==> config.mk <==
export PLATFORM = sky130hd
export DESIGN_NAME = instr_decode_stage
export DESIGN_NICKNAME = d
export VERILOG_FILES = /design/src/rtl/isa_pkg.sv /design/src/rtl/instr_queue.sv /design/src/rtl/instr_decode_stage.sv
export SDC_FILE = /design/constraint.sdc
export NUM_CORES = 1
export LEC_CHECK = 0
export ABC_AREA = 0
export CELL_PAD_IN_SITES_DETAIL_PLACEMENT = 2
export CELL_PAD_IN_SITES_GLOBAL_PLACEMENT = 2
export CORE_MARGIN = 10
export CORE_UTILIZATION = 35
export CTS_CLUSTER_DIAMETER = 80
export CTS_CLUSTER_SIZE = 16
export DETAILED_ROUTE_END_ITERATION = 12
export PLACE_DENSITY_LB_ADDON = 0.1
export SYNTH_ARGS = -nofsm -noshare
export SYNTH_HDL_FRONTEND = slang
export SYNTH_SLANG_ARGS = --single-unit
==> constraint.sdc <==
create_clock -name clk -period 3.2 [get_ports clk]
set_clock_uncertainty 0.15 [all_clocks]
set_input_delay 0.32 -clock clk [delete_from_list [all_inputs] [get_ports clk]]
set_output_delay 0.32 -clock clk [all_outputs]
set_load 0.01 [all_outputs]
==> src/rtl/isa_pkg.sv <==
// ISA constants and decode helpers for the 8-bit processor's 16-bit instruction set.
// Shared by the decode stage; widths of pc and the output immediate live in the top.
package isa_pkg;

  localparam int OPC_MSB   = 15;
  localparam int OPC_LSB   = 12;
  localparam int RD_MSB    = 11;
  localparam int RD_LSB    = 9;
  localparam int RS_MSB    = 8;
  localparam int RS_LSB    = 6;
  localparam int RT_MSB    = 5;
  localparam int RT_LSB    = 3;
  localparam int FUNCT_MSB = 2;
  localparam int FUNCT_LSB = 0;
  localparam int IMM6_MSB  = 5;
  localparam int IMM8_MSB  = 7;

  localparam logic [3:0] OP_RTYPE = 4'b0000;
  localparam logic [3:0] OP_JMP   = 4'b0010;
  localparam logic [3:0] OP_ADDI  = 4'b0100;
  localparam logic [3:0] OP_BEQI  = 4'b1000;
  localparam logic [3:0] OP_LW    = 4'b1011;
  localparam logic [3:0] OP_SW    = 4'b1111;

  localparam logic [2:0] FUNCT_ILLEGAL = 3'b110;
  localparam logic [2:0] FUNCT_BEQ     = 3'b111;

  typedef enum logic [2:0] {
    ALU_ADD = 3'd0,
    ALU_SUB = 3'd1,
    ALU_AND = 3'd2,
    ALU_OR  = 3'd3,
    ALU_EOR = 3'd4,
    ALU_BIC = 3'd5
  } alu_op_t;

  // imm is already sign-extended to 8 bits; the stage widens it to IMM_W
  typedef struct packed {
    logic [2:0] rd;
    logic [2:0] rs;
    logic [2:0] rt;
    logic [7:0] imm;
    alu_op_t    alu_op;
    logic       reg_write;
    logic       mem_read;
    logic       mem_write;
    logic       branch;
    logic       jump;
    logic       illegal;
  } dec_t;

  function automatic dec_t decode(input logic [15:0] instr);
    dec_t       d;
    logic [3:0] opc;
    logic [2:0] funct;
    logic [7:0] sext6;
    opc   = instr[OPC_MSB:OPC_LSB];
    funct = instr[FUNCT_MSB:FUNCT_LSB];
    sext6 = {{2{instr[IMM6_MSB]}}, instr[IMM6_MSB:0]};
    d     = '0;
    d.rd  = instr[RD_MSB:RD_LSB];
    d.rs  = instr[RS_MSB:RS_LSB];
    case (opc)
      OP_RTYPE: begin
        d.rt = instr[RT_MSB:RT_LSB];
        case (funct)
          3'd0: begin d.alu_op = ALU_ADD; d.reg_write = 1'b1; end
          3'd1: begin d.alu_op = ALU_SUB; d.reg_write = 1'b1; end
          3'd2: begin d.alu_op = ALU_AND; d.reg_write = 1'b1; end
          3'd3: begin d.alu_op = ALU_OR;  d.reg_write = 1'b1; end
          3'd4: begin d.alu_op = ALU_EOR; d.reg_write = 1'b1; end
          3'd5: begin d.alu_op = ALU_BIC; d.reg_write = 1'b1; end
          FUNCT_BEQ: begin d.alu_op = ALU_SUB; d.branch = 1'b1; end
          default: d.illegal = 1'b1;
        endcase
      end
      OP_ADDI: begin
        d.reg_write = 1'b1;
        d.imm       = sext6;
      end
      OP_LW: begin
        d.mem_read  = 1'b1;
        d.reg_write = 1'b1;
        d.imm       = sext6;
      end
      OP_SW: begin
        d.mem_write = 1'b1;
        d.imm       = sext6;
        d.rt        = instr[RD_MSB:RD_LSB];
      end
      OP_BEQI: begin
        d.branch = 1'b1;
        d.alu_op = ALU_SUB;
        d.imm    = sext6;
        d.rt     = instr[RD_MSB:RD_LSB];
      end
      OP_JMP: begin
        d.jump = 1'b1;
        d.imm  = instr[IMM8_MSB:0];
      end
      default: d.illegal = 1'b1;
    endcase
    return d;
  endfunction

  // True when instr sources register r (rs always, rt only where rt is a real source)
  function automatic logic reads_reg(input logic [15:0] instr, input logic [2:0] r);
    logic [3:0] opc;
    logic       uses_rt;
    logic [2:0] rt_src;
    opc     = instr[OPC_MSB:OPC_LSB];
    uses_rt = (opc == OP_RTYPE) || (opc == OP_SW) || (opc == OP_BEQI);
    rt_src  = (opc == OP_RTYPE) ? instr[RT_MSB:RT_LSB] : instr[RD_MSB:RD_LSB];
    return (instr[RS_MSB:RS_LSB] == r) || (uses_rt && (rt_src == r));
  endfunction

endpackage

==> src/rtl/instr_queue.sv <==
// Small synchronous FIFO holding {instr, pc} pairs between fetch and decode.
// Flush empties it at the next edge and takes priority over a same-cycle write.
module instr_queue #(
  parameter int DATA_W = 22,
  parameter int DEPTH  = 2
) (
  input  logic              clk,
  input  logic              rst_n,
  input  logic              flush,
  input  logic              wr_en,
  input  logic [DATA_W-1:0] wr_data,
  input  logic              rd_en,
  output logic [DATA_W-1:0] rd_data,
  output logic              full,
  output logic              empty
);

  localparam int AW = $clog2(DEPTH);

  logic [DATA_W-1:0] mem [DEPTH];
  logic [AW-1:0]     wr_ptr;
  logic [AW-1:0]     rd_ptr;
  logic [AW:0]       count;
  logic              do_wr;
  logic              do_rd;

  assign full    = (count == (AW+1)'(DEPTH));
  assign empty   = (count == '0);
  assign do_wr   = wr_en && !full && !flush;
  assign do_rd   = rd_en && !empty && !flush;
  assign rd_data = mem[rd_ptr];

  always_ff @(posedge clk or negedge rst_n) begin
    if (!rst_n) begin
      wr_ptr <= '0;
      rd_ptr <= '0;
      count  <= '0;
    end else if (flush) begin
      wr_ptr <= '0;
      rd_ptr <= '0;
      count  <= '0;
    end else begin
      if (do_wr) wr_ptr <= wr_ptr + 1'b1;
      if (do_rd) rd_ptr <= rd_ptr + 1'b1;
      case ({do_wr, do_rd})
        2'b10:   count <= count + 1'b1;
        2'b01:   count <= count - 1'b1;
        default: count <= count;
      endcase
    end
  end

  // Storage needs no reset: count gates every read
  always_ff @(posedge clk) begin
    if (do_wr) mem[wr_ptr] <= wr_data;
  end

endmodule

==> src/rtl/instr_decode_stage.sv <==
// Decode stage: queues fetched instructions, decodes into a registered bundle,
// handshakes on both sides, flushes on redirect and bubbles once on load-use.
module instr_decode_stage
  import isa_pkg::*;
#(
  parameter int PC_W    = 6,
  parameter int IMM_W   = 8,
  parameter int Q_DEPTH = 2
) (
  input  logic             clk,
  input  logic             rst_n,
  input  logic             if_valid,
  input  logic [15:0]      if_instr,
  input  logic [PC_W-1:0]  if_pc,
  output logic             if_ready,
  input  logic             flush,
  output logic             id_valid,
  input  logic             id_ready,
  output logic [PC_W-1:0]  id_pc,
  output logic [2:0]       id_rd,
  output logic [2:0]       id_rs,
  output logic [2:0]       id_rt,
  output logic [IMM_W-1:0] id_imm,
  output logic [2:0]       id_alu_op,
  output logic             id_reg_write,
  output logic             id_mem_read,
  output logic             id_mem_write,
  output logic             id_branch,
  output logic             id_jump,
  output logic             id_illegal
);

  logic                 q_full;
  logic                 q_empty;
  logic                 q_wr;
  logic                 q_rd;
  logic [16+PC_W-1:0]   q_rd_data;
  logic [15:0]          head_instr;
  logic [PC_W-1:0]      head_pc;

  logic                 out_valid;
  logic [PC_W-1:0]      out_pc;
  dec_t                 out_dec;

  logic                 out_free;
  logic                 hazard;

  assign if_ready = !q_full;
  assign q_wr     = if_valid && if_ready;

  instr_queue #(
    .DATA_W (16 + PC_W),
    .DEPTH  (Q_DEPTH)
  ) u_queue (
    .clk     (clk),
    .rst_n   (rst_n),
    .flush   (flush),
    .wr_en   (q_wr),
    .wr_data ({if_instr, if_pc}),
    .rd_en   (q_rd),
    .rd_data (q_rd_data),
    .full    (q_full),
    .empty   (q_empty)
  );

  assign head_instr = q_rd_data[16+PC_W-1:PC_W];
  assign head_pc    = q_rd_data[PC_W-1:0];

  // mem_read is set only for LW, so it doubles as the load marker
  assign out_free = !out_valid || id_ready;
  assign hazard   = out_valid && out_dec.mem_read && id_ready && !q_empty
                    && reads_reg(head_instr, out_dec.rd);
  assign q_rd     = out_free && !q_empty && !hazard && !flush;

  always_ff @(posedge clk or negedge rst_n) begin
    if (!rst_n) begin
      out_valid <= 1'b0;
      out_pc    <= '0;
      out_dec   <= '0;
    end else if (flush) begin
      out_valid <= 1'b0;
      out_pc    <= '0;
      out_dec   <= '0;
    end else if (q_rd) begin
      out_valid <= 1'b1;
      out_pc    <= head_pc;
      out_dec   <= decode(head_instr);
    end else if (out_free) begin
      out_valid <= 1'b0;
      out_pc    <= '0;
      out_dec   <= '0;
    end
  end

  assign id_valid     = out_valid;
  assign id_pc        = out_pc;
  assign id_rd        = out_dec.rd;
  assign id_rs        = out_dec.rs;
  assign id_rt        = out_dec.rt;
  assign id_imm       = IMM_W'($signed(out_dec.imm));
  assign id_alu_op    = out_dec.alu_op;
  assign id_reg_write = out_dec.reg_write;
  assign id_mem_read  = out_dec.mem_read;
  assign id_mem_write = out_dec.mem_write;
  assign id_branch    = out_dec.branch;
  assign id_jump      = out_dec.jump;
  assign id_illegal   = out_dec.illegal;

endmodule

After elaboration in Yosys (flattened, before gate mapping)

Memories as Yosys holds them, arrays and structs flattened.
Cells that the tools add are included.
Widths: inputs -> output; s select.

Add/subtract/negate cells: 4
Equal/unequal tests: 16
Reduce and logical (&&, ||, !) cells: 36
Multiplexer cells: 31

Operator list:

| operator           | number |
|---|---|
| $mux 26            | 3 |
| $mux 6             | 3 |
| $pmux 8 s2         | 1 |
| $mux 1             | 15 |
| $pmux 3 s5         | 1 |
| $logic_and 1x1->1  | 13 |
| $eq 4x4->1 const B | 3 |
| $pmux 3 s2         | 2 |
| $eq 3x3->1 const B | 3 |
| $reduce_or 7->1    | 1 |
| $eq 3x2->1 const B | 2 |
| $eq 3x3->1         | 2 |
| $pmux 1 s2         | 3 |
| $reduce_bool 3->1  | 2 |
| $reduce_or 2->1    | 3 |
| $reduce_or 6->1    | 1 |
| $logic_not 1->1    | 5 |
| $reduce_or 5->1    | 1 |
| $eq 2x2->1 const B | 2 |
| $eq 4x2->1 const B | 1 |
| $eq 4x3->1 const B | 1 |
| $logic_not 4->1    | 1 |
| $logic_or 1x1->1   | 4 |
| $pmux 2 s2         | 1 |
| other kinds (11)   | 13 |

Word-level logic and storage cells: 104
Memory bits (writable): 44
Output and inout bits: 34
Register bits after elaboration: 37
Memories: 1

Memories:

| memory      | depth | width | read ports | clocked after Yosys merged registers in | write ports | line              | RTL |
|---|---|---|---|---|---|---|---|
| u_queue.mem | 2     | 22    | 1          | 0                                       | 1           | instr_queue.sv:20 | `logic [DATA_W-1:0] mem [DEPTH];` |

Depth between registers and ports, before layout

Gate-level depths: netlist of run 1.
An unclocked memory read counts as a cell.

Depth after elaboration: 15
Depth in mapped cells: 10

Hierarchy

A second synthesis of run 1 with hierarchy kept.

Cell total of the unflattened synthesis: 247
Area, all modules: 3,495.9 um2

By module, submodules not included:

| module             | instances | sequential area each (um2) | area an instance (um2) | cells an instance |
|---|---|---|---|---|
| instr_queue        | 1         | 1,421.4                    | 1,799.2                | 93 |
| instr_decode_stage | 1         | 825.8                      | 1,696.6                | 154 |

Worst setup path before layout of run 1

OpenSTA, ideal clock, no wires.

Path kind: flip-flop to flip-flop
From: register u_queue.count[0]
To: memory u_queue.mem[1][0] (enable)
Buffers on the path: 0
Data arrival time: 2.400 ns
Stages on the path, launching flop included: 4
Setup slack: 0.217 ns
Setup time: 0.433 ns
Clock period less this slack: 2.983 ns
Cells stage by stage: dfrtp_1 -> nand2b_1 -> nand2_1 -> nor3b_1

Cells in the longest elaborated chain, start to end: 7

RTL lines:

| element                             | line                     | RTL |
|---|---|---|
| start: declaration                  | instr_queue.sv:23        | `logic [AW:0] count;` |
| start signal: assignment            | instr_queue.sv:46        | `2'b10: count <= count + 1'b1;` |
| start signal: assignment            | instr_queue.sv:47        | `2'b01: count <= count - 1'b1;` |
| start signal: assignment            | instr_queue.sv:48        | `default: count <= count;` |
| $eq 2x2->1 (*)                      | instr_queue.sv:27        | `assign full = (count == (AW+1)'(DEPTH));` |
| $logic_not 1->1 (*)                 | instr_decode_stage.sv:48 | `assign if_ready = !q_full;` |
| named net if_ready                  | instr_decode_stage.sv:15 | `output logic if_ready,` |
| $logic_and 1x1->1                   | instr_decode_stage.sv:49 | `assign q_wr = if_valid && if_ready;` |
| $logic_and 1x1->1 (*) (2 in series) | instr_queue.sv:29        | `assign do_wr = wr_en && !full && !flush;` |
| $mux 1 (*)                          | instr_queue.sv:55        | `if (do_wr) mem[wr_ptr] <= wr_data;` |
| $mux 1 (not written as such) (*)    | instr_queue.sv:55        |  |
| end: declaration                    | instr_queue.sv:20        |  |

Mark *: on every way through the listed nets, which the timed path passes. The rest lies on a longest branch.

Worst setup path after layout of run 1

From: register u_queue.rd_ptr
To: register out_dec (netlist bit id_imm[5])

Cells in the longest elaborated chain, start to end: 12
Elaborated cells on any way between the ends: 23
Those cells by class: eq/ne (7); mux (4); reduce/logical (11); memory (1)

RTL lines:

| element                                        | line                                          | RTL |
|---|---|---|
| start: declaration                             | instr_queue.sv:22                             | `logic [AW-1:0] rd_ptr;` |
| start signal: assignment                       | instr_queue.sv:44                             | `if (do_rd) rd_ptr <= rd_ptr + 1'b1;` |
| $mem_v2 2x22 (*)                               | --                                            |  |
| $logic_not 4->1 or $eq 4x4->1 (tied branches)  | isa_pkg.sv:112, isa_pkg.sv:113, isa_pkg.sv:63 |  |
| $mux 3 or $logic_or 1x1->1 (tied branches)     | isa_pkg.sv:113, isa_pkg.sv:112                |  |
| $eq 3x3->1 or $logic_or 1x1->1 (tied branches) | isa_pkg.sv:114, isa_pkg.sv:112                |  |
| $logic_and 1x1->1                              | isa_pkg.sv:114                                | `return (instr[RS_MSB:RS_LSB] == r) \|\| (uses_rt && (rt_src == r));` |
| $logic_or 1x1->1                               | isa_pkg.sv:114                                |  |
| $logic_and 1x1->1                              | instr_decode_stage.sv:72                      | `&& reads_reg(head_instr, out_dec.rd);` |
| $logic_not 1->1                                | instr_decode_stage.sv:73                      | `assign q_rd = out_free && !q_empty && !hazard && !flush;` |
| $logic_and 1x1->1 (2 in series)                | instr_decode_stage.sv:73                      |  |
| $mux 26                                        | instr_decode_stage.sv:84                      | `end else if (q_rd) begin` |
| $mux 26                                        | instr_decode_stage.sv:80                      | `end else if (flush) begin` |
| end signal: assignment                         | instr_decode_stage.sv:87                      | `out_dec <= decode(head_instr);` |
| end: declaration                               | instr_decode_stage.sv:43                      | `dec_t out_dec;` |

Mark *: on every way between the ends. The rest lies on a longest branch, timed or not.
A chain may end at the register's enable or synchronous reset.

==> impl_results.md, run 1 <==
- Status: completed
- #FFs+latches synth: 81
- Post-route minimum period: 2940 ps
- DIE AREA: 14000 sq um
- Setup violators final: 0
- Top FF cell, synth: edfxtp_1
- RSZ-0062 raised after global routing: false
- Post-DRT Antenna Nets: 0
- Site Rows: 35
- Area contributors post-synth: edfxtp_1 39%, dfrtp_1 27%, mux2i_1 6.5%, nand2_1 3.6%, o21ai_0 2.8%
- Die X: 119 microns
- Htree depth: 3
- Max-Cap Viols: 0
- Dpl ws: 13.3 ps
- Gate Count Post-Synth: 251
- Worst slew margin: 39.5%
- Setup tns final: 0 ps
- DR vias/cell: 5.11
- Int Pwr: 0.00206 W
- RR Startpoint: u_queue.rd_ptr
- Cell Area, Synth: 3400 sq um
- Part of the power in registers: 43.9%
- Fin worst setup slack: 257 ps
- Avg Inst Size Synth: 13.5 sq um
- TritonCTS Buffers: 9
- Die height: 119 microns
- DR pass1 iterations: 4
- Initial antenna violation count: 0
- CP arrival: 3050 ps
- Number of global-route vias before repair: 2781
- Global-route usage over all layers: 13.8%
- Cell count after placement: 448
- CP Max Fanout: 11
- Core region area: 9330 sq um
- WL/cell: 20.4 microns
- Pins Over Slew Limit: 0
- VDD IR max: 0.239 mV
- Residual DRC: 0
- Clock Sinks: 81
- Mapped Nets: 278
- Total Nets Final: 358
- Fraction of layout cells with a size suffix above 1: 14.0%
- Library cells used by synthesis: 45
- Net Sw Frac: 34.3%
- Worst min path class: reg2reg
- Final GP Congestion: 0.800
- Endpoints failing hold: 0
- Hold slack final: 340 ps
- Hold Path Origin: id_rs[0]
- GRT overflow: 0
- Startpoint Class: register
- CP peak stage delay: 550 ps
- Initial Util: 36.4%
- CTS Root Cell: clkbuf_8
- Sequential area share after synthesis: 66.2%
- Clock latency on the worst-skew pair: 350 ps
- Clock power share: 21.0%
- Least-Margin Pin Slew: 907 ps
- Hold EP: id_rs[0]
- Reg2Reg Depth: 8
- Leak: 1.69 nW
- Largest area contributor in the netlist: edfxtp_1
- CTS tree: done
- Tot Pwr: 0.00313 W
- Crit share post-route: 92.0%
- Worst reg2reg setup slack: 260 ps
- Gate power share: 35.1%
- Crit path kind: reg2reg
- Pwr Density: 707 nW/um^2
- Antenna diodes: 0
- Fillcell total: 929
- Share of the synthesized area in the top cell type: 38.9%
- Clk slew on worst S/H paths: 80 ps
- Hold depth: 2
- R2r endpoint: id_imm[5]
- Async set or reset register ratio after synthesis: 45.7%
- Clock tree buffer depth: 2
- Crit. End Element: register
- Area Overhead vs Synth: 30.5%
- CP required: 3300 ps
- Fmax: 340 MHz
- First-pass GRT wire length: 15500 microns
- I/O pin total: 61
- YS warnings: 0
- NetSw: 0.00107 W
- DR iter-0 viols: 76
- CP max stage cell: or4_4
- Final Non-Filler Cells: 465
- I/O Buffers: 60
- Final wirelength: 9490 microns
- Largest net degree at the start of global routing: 38
- Dpl hpwl: 6720 microns
- Post-synth EDFFs: 44
- Via Count: 2376
- CP cell instances: or4_4, a21o_1, and3b_1, o41ai_4, buf_4, o21ai_0, buf_4, o21ai_0
-- worst max path at each step --
stage | start | end | slack, ps | depth (start not counted)
global route | u_queue.rd_ptr | id_imm[5] | 80 | 8
floorplan | u_queue.count[0] | u_queue.mem[1][0] | 220 | 3
detailed placement | u_queue.rd_ptr | u_queue.count[0] | 10 | 7
finish | u_queue.rd_ptr | id_imm[5] | 260 | 8
CTS | u_queue.rd_ptr | u_queue.rd_ptr | 80 | 7
global placement | u_queue.rd_ptr | u_queue.count[0] | 80 | 7
-- what timing repair did --
| item | in CTS | in global routing |
|---|---|---|
| hold buffers | 1 | 0 |
| setup buffers | 0 | 0 |
| gates resized for setup | 1 | 1 |
| setup endpoints to repair | 1 | 6 |
| endpoints found under the hold margin | 37 | 0 |
| cloned | 0 | 0 |
-- cell usage after synthesis (all sizes together), types with 2 or more instances --
| cell type | count |
|---|---|
| edfxtp | 44 |
| dfrtp | 37 |
| nand2 | 33 |
| o21ai | 29 |
| mux2i | 22 |
| a22o | 6 |
| buf | 6 |
| a21o | 5 |
| clkbuf | 5 |
| nor2 | 5 |
| xnor2 | 5 |
| a32o | 4 |
| mux2 | 4 |
| nand2b | 4 |
| nand3 | 4 |
| a21oi | 3 |
| nor2b | 3 |
| nor3b | 3 |
| o22ai | 3 |
| and3b | 2 |
| inv | 2 |
| nand3b | 2 |
| nor3 | 2 |
| o31ai | 2 |
| o32ai | 2 |
| o41ai | 2 |
-- power by group through the flow --
stage,clock network (W),registers [W],logic [W]
detailed placement,0,0.00140,0.00110
finish,0.000656,0.00138,0.00110
floorplan,0,0.00141,0.000567
global placement,0,0.00139,0.00108
global route,0.000722,0.00140,0.00121
CTS,0.000676,0.00138,0.00112
-- flip-flops by register name, indices dropped and copies added (netlist names), 2 cells and up --
signal	flops
id_rs	3
id_imm	8
id_alu_op	3
id_rt	3
id_pc	6
u_queue.mem	44
u_queue.count	2
id_rd	3
-- cells by family (layout without fill, tap and decap cells) --
logic type,Yosys count,count (layout),synth area share [%]
xor+xnor,6,6,1.55
buf+inv,13,98,1.95
compound gates,60,60,12.9
simple gates,65,65,9.69
mux,26,26,7.81
flops,81,81,66.2
-- critical path, delay by kind of cell (launching register included) --
family	cells	cell delay, ps
simple gates	2	820
compound gates	4	1000
buf+inv	2	370
flops	1	490
-- through the flow --
step	utilization, %	instance area, sq um
global placement	45.6	4250
floorplan	-	3400
global route	47.5	4430
finish	47.5	4430
CTS	47.5	4430
detailed placement	45.6	4250
-- layer usage --
layer,track usage (%),up-vias,wire length (microns)
li1,-,1101,-
met1,17.4,1210,4450
met2,22.5,54,4500
met3,3.57,11,421
met4,4.58,0,117
met5,0,-,0
-- layout make-up --
type | count | area (sq um) | share of cell area [%]
flip-flops and latches | 81 | 2250 | 50.7
repair buffers | 80 | 748 | 16.9
well taps | 129 | 161 | 3.64
clock inverters | 6 | 35.0 | 0.790
inverters | 2 | 7.51 | 0.169
multi-input cells | 157 | 1110 | 25.0
clock buffers | 10 | 128 | 2.88
-- cell usage in the layout (no fill, tap or decap), drive strengths merged, types with 4 or more instances in the layout --
master         count
a21o               5
a22o               6
a32o               4
buf               20
clkbuf            10
clkdlybuf4s50     59
clkinv             4
dfrtp             37
edfxtp            44
mux2               4
mux2i             22
nand2             33
nand2b             4
nand3              4
nor2               5
o21ai             29
xnor2              5
Power figures use the tool's default switching activity.
==> run 2: changes to the inputs <==
--- a/config.mk
+++ b/config.mk
@@ -6,10 +6,10 @@
 export NUM_CORES = 1
 export LEC_CHECK = 0
 export ABC_AREA = 0
-export CELL_PAD_IN_SITES_DETAIL_PLACEMENT = 2
-export CELL_PAD_IN_SITES_GLOBAL_PLACEMENT = 2
+export CELL_PAD_IN_SITES_DETAIL_PLACEMENT = 0
+export CELL_PAD_IN_SITES_GLOBAL_PLACEMENT = 1
 export CORE_MARGIN = 10
-export CORE_UTILIZATION = 35
+export CORE_UTILIZATION = 42
 export CTS_CLUSTER_DIAMETER = 80
 export CTS_CLUSTER_SIZE = 16
 export DETAILED_ROUTE_END_ITERATION = 12
==> impl_results.md, run 2 (same netlist as run 1, synthesis figures left out) <==
- VDD IR max: 0.486 mV
- Cell count after placement: 418
- Largest reg by FF count: u_queue.mem
- Fillcell total: 659
- Finished Cell Area: 4430 sq um
- Post-DRT Antenna Nets: 0
- GRT overflow: 0
- Global-route usage over all layers: 13.5%
- DR iter-0 viols: 96
- Startpoint Class: register
- Setup violators final: 0
- Status: completed
- Area after DPL: 4200 sq um
- Site Rows: 32
- Initial Util: 43.5%
- CP peak stage delay: 540 ps
- Crit. End Element: register
- Initial antenna violation count: 0
- CTS tree: done
- Die height: 110 microns
- I/O pin total: 61
- CTS Root Cell: clkbuf_8
- Total Nets Final: 355
- Die X: 110 microns
- Crit share post-route: 92.4%
- TritonCTS Buffers: 9
- Final wirelength: 7830 microns
- RSZ-0062 raised after global routing: false
- Number of global-route vias before repair: 2313
- DR vias/cell: 5.16
- CP Max Fanout: 14
- Commonest cells after routing, fill and taps aside: 59 x clkdlybuf4s50_1, 44 x edfxtp_1, 36 x dfrtp_1
- Fmax: 338 MHz
- Leading cell type in the layout, fill and taps excluded: clkdlybuf4s50_1
- Fraction of layout cells with a size suffix above 1: 13.8%
- Dpl hpwl: 5600 microns
- Leak: 1.69 nW
- First-pass GRT wire length: 12200 microns
- Residual DRC: 0
- Core region area: 7810 sq um
- Setup tns final: 0 ps
- Worst min path class: reg2reg
- Least-Margin Pin Slew: 846 ps
- Clock tree buffer depth: 2
- Pins Over Slew Limit: 0
- Max-Cap Viols: 0
- CP arrival: 3090 ps
- Endpoints failing hold: 0
- CP cell instances: or4_4, a21o_1, and3b_1, o41ai_4, buf_4, or2_2, a32o_1
- Clock Sinks: 81
- Via Count: 2244
- DR pass1 iterations: 4
- Largest net degree at the start of global routing: 38
- Area Overhead vs Synth: 30.4%
- I/O Buffers: 60
- Worst slew margin: 43.6%
- WL/cell: 18.0 microns
- DIE AREA: 12100 sq um
- CP required: 3330 ps
- Max FFs per register: 44
- Register area: 2250 sq um
- CP max stage cell: or4_4
- Multi-input combinational cell area: 1100 sq um
- Final GP Congestion: 0.835
- Worst path top cell family by delay: simple AND/OR/NAND/NOR gates
- Antenna diodes: 0
- Final Non-Filler Cells: 435
- Clock latency on the worst-skew pair: 350 ps
- Worst Path Buf+Inv: 1
- Htree depth: 3
- Hold slack final: 331 ps
- Pwr Density: 728 nW/um^2
- Crit path kind: reg2reg
- Post-route minimum period: 2960 ps
- Clk slew on worst S/H paths: 90 ps
run 2: cell types whose count changed in the layout (fill, tap and decap cells not counted):
cell / change
bufinv_16: +2
dfrtp_2: +1
clkinv_4: +1
clkinv_1: -1
clkinv_2: -2
or2_2: +1
or2_4: -1
buf_4: -3
dfrtp_1: -1
run 2: path summary, 6_finish.rpt:
check,endpoint,slack [ps],cells past startpoint,startpoint
hold reg to reg,id_pc[3],330,2,id_pc[3]
hold / removal,id_pc[3],330,2,id_pc[3]
max in group asynchronous,u_queue.rd_ptr,1870,2,rst_n
setup reg to reg,id_branch,240,7,u_queue.rd_ptr
min in group asynchronous,id_jump,450,2,rst_n
setup / recovery,id_branch,240,7,u_queue.rd_ptr
run 2: cell type report:
class	instances	area share (%)
flip-flops and latches	81	50.7
multi-input cells	157	24.9
repair buffers	77	16.4
clock buffers	10	2.88
well taps	102	2.88
clock inverters	6	2.03
inverters	2	0.169
run 2: layer usage:
| metal | routed length [microns] | vias to the layer above | track usage, % |
|---|---|---|---|
| met5 | 0 | - | 0 |
| met2 | 3640 | 53 | 20.2 |
| li1 | - | 1095 | - |
| met3 | 442 | 8 | 3.45 |
| met1 | 3600 | 1088 | 17.7 |
| met4 | 138 | 0 | 6.51 |
run 2: power by group:
part	total (W)	internal (W)	switching, W
clock	0.000806	0.000442	0.000364
combinational	0.00104	0.000504	0.000531
sequential	0.00138	0.00126	0.000126
total	0.00323	0.00220	0.00102
run 2: stage by stage:
stage	total power, W	util, %	setup slack [ps]
2_1_floorplan	0.00197	-	217
3_3_place_gp	0.00244	53.8	73.3
3_5_place_dp	0.00245	53.8	7.47
4_1_cts	0.00326	56.7	6.87
5_1_grt	0.00339	56.7	129
6_report	0.00323	56.7	244
run 2: timing repair:
item                       4_1_cts  5_1_grt
hold buffers                     1        0
hold endpoints to repair        37        0
setup endpoints to repair        1       12
resized for setup                1        2
buffers inserted                 0        0
run 2: worst reg2reg max path, stage by stage (launching register included):
cell	delay (ps)
dfrtp_2	520
or4_4	550
a21o_1	320
and3b_1	270
o41ai_4	420
buf_4	200
or2_2	260
a32o_1	210
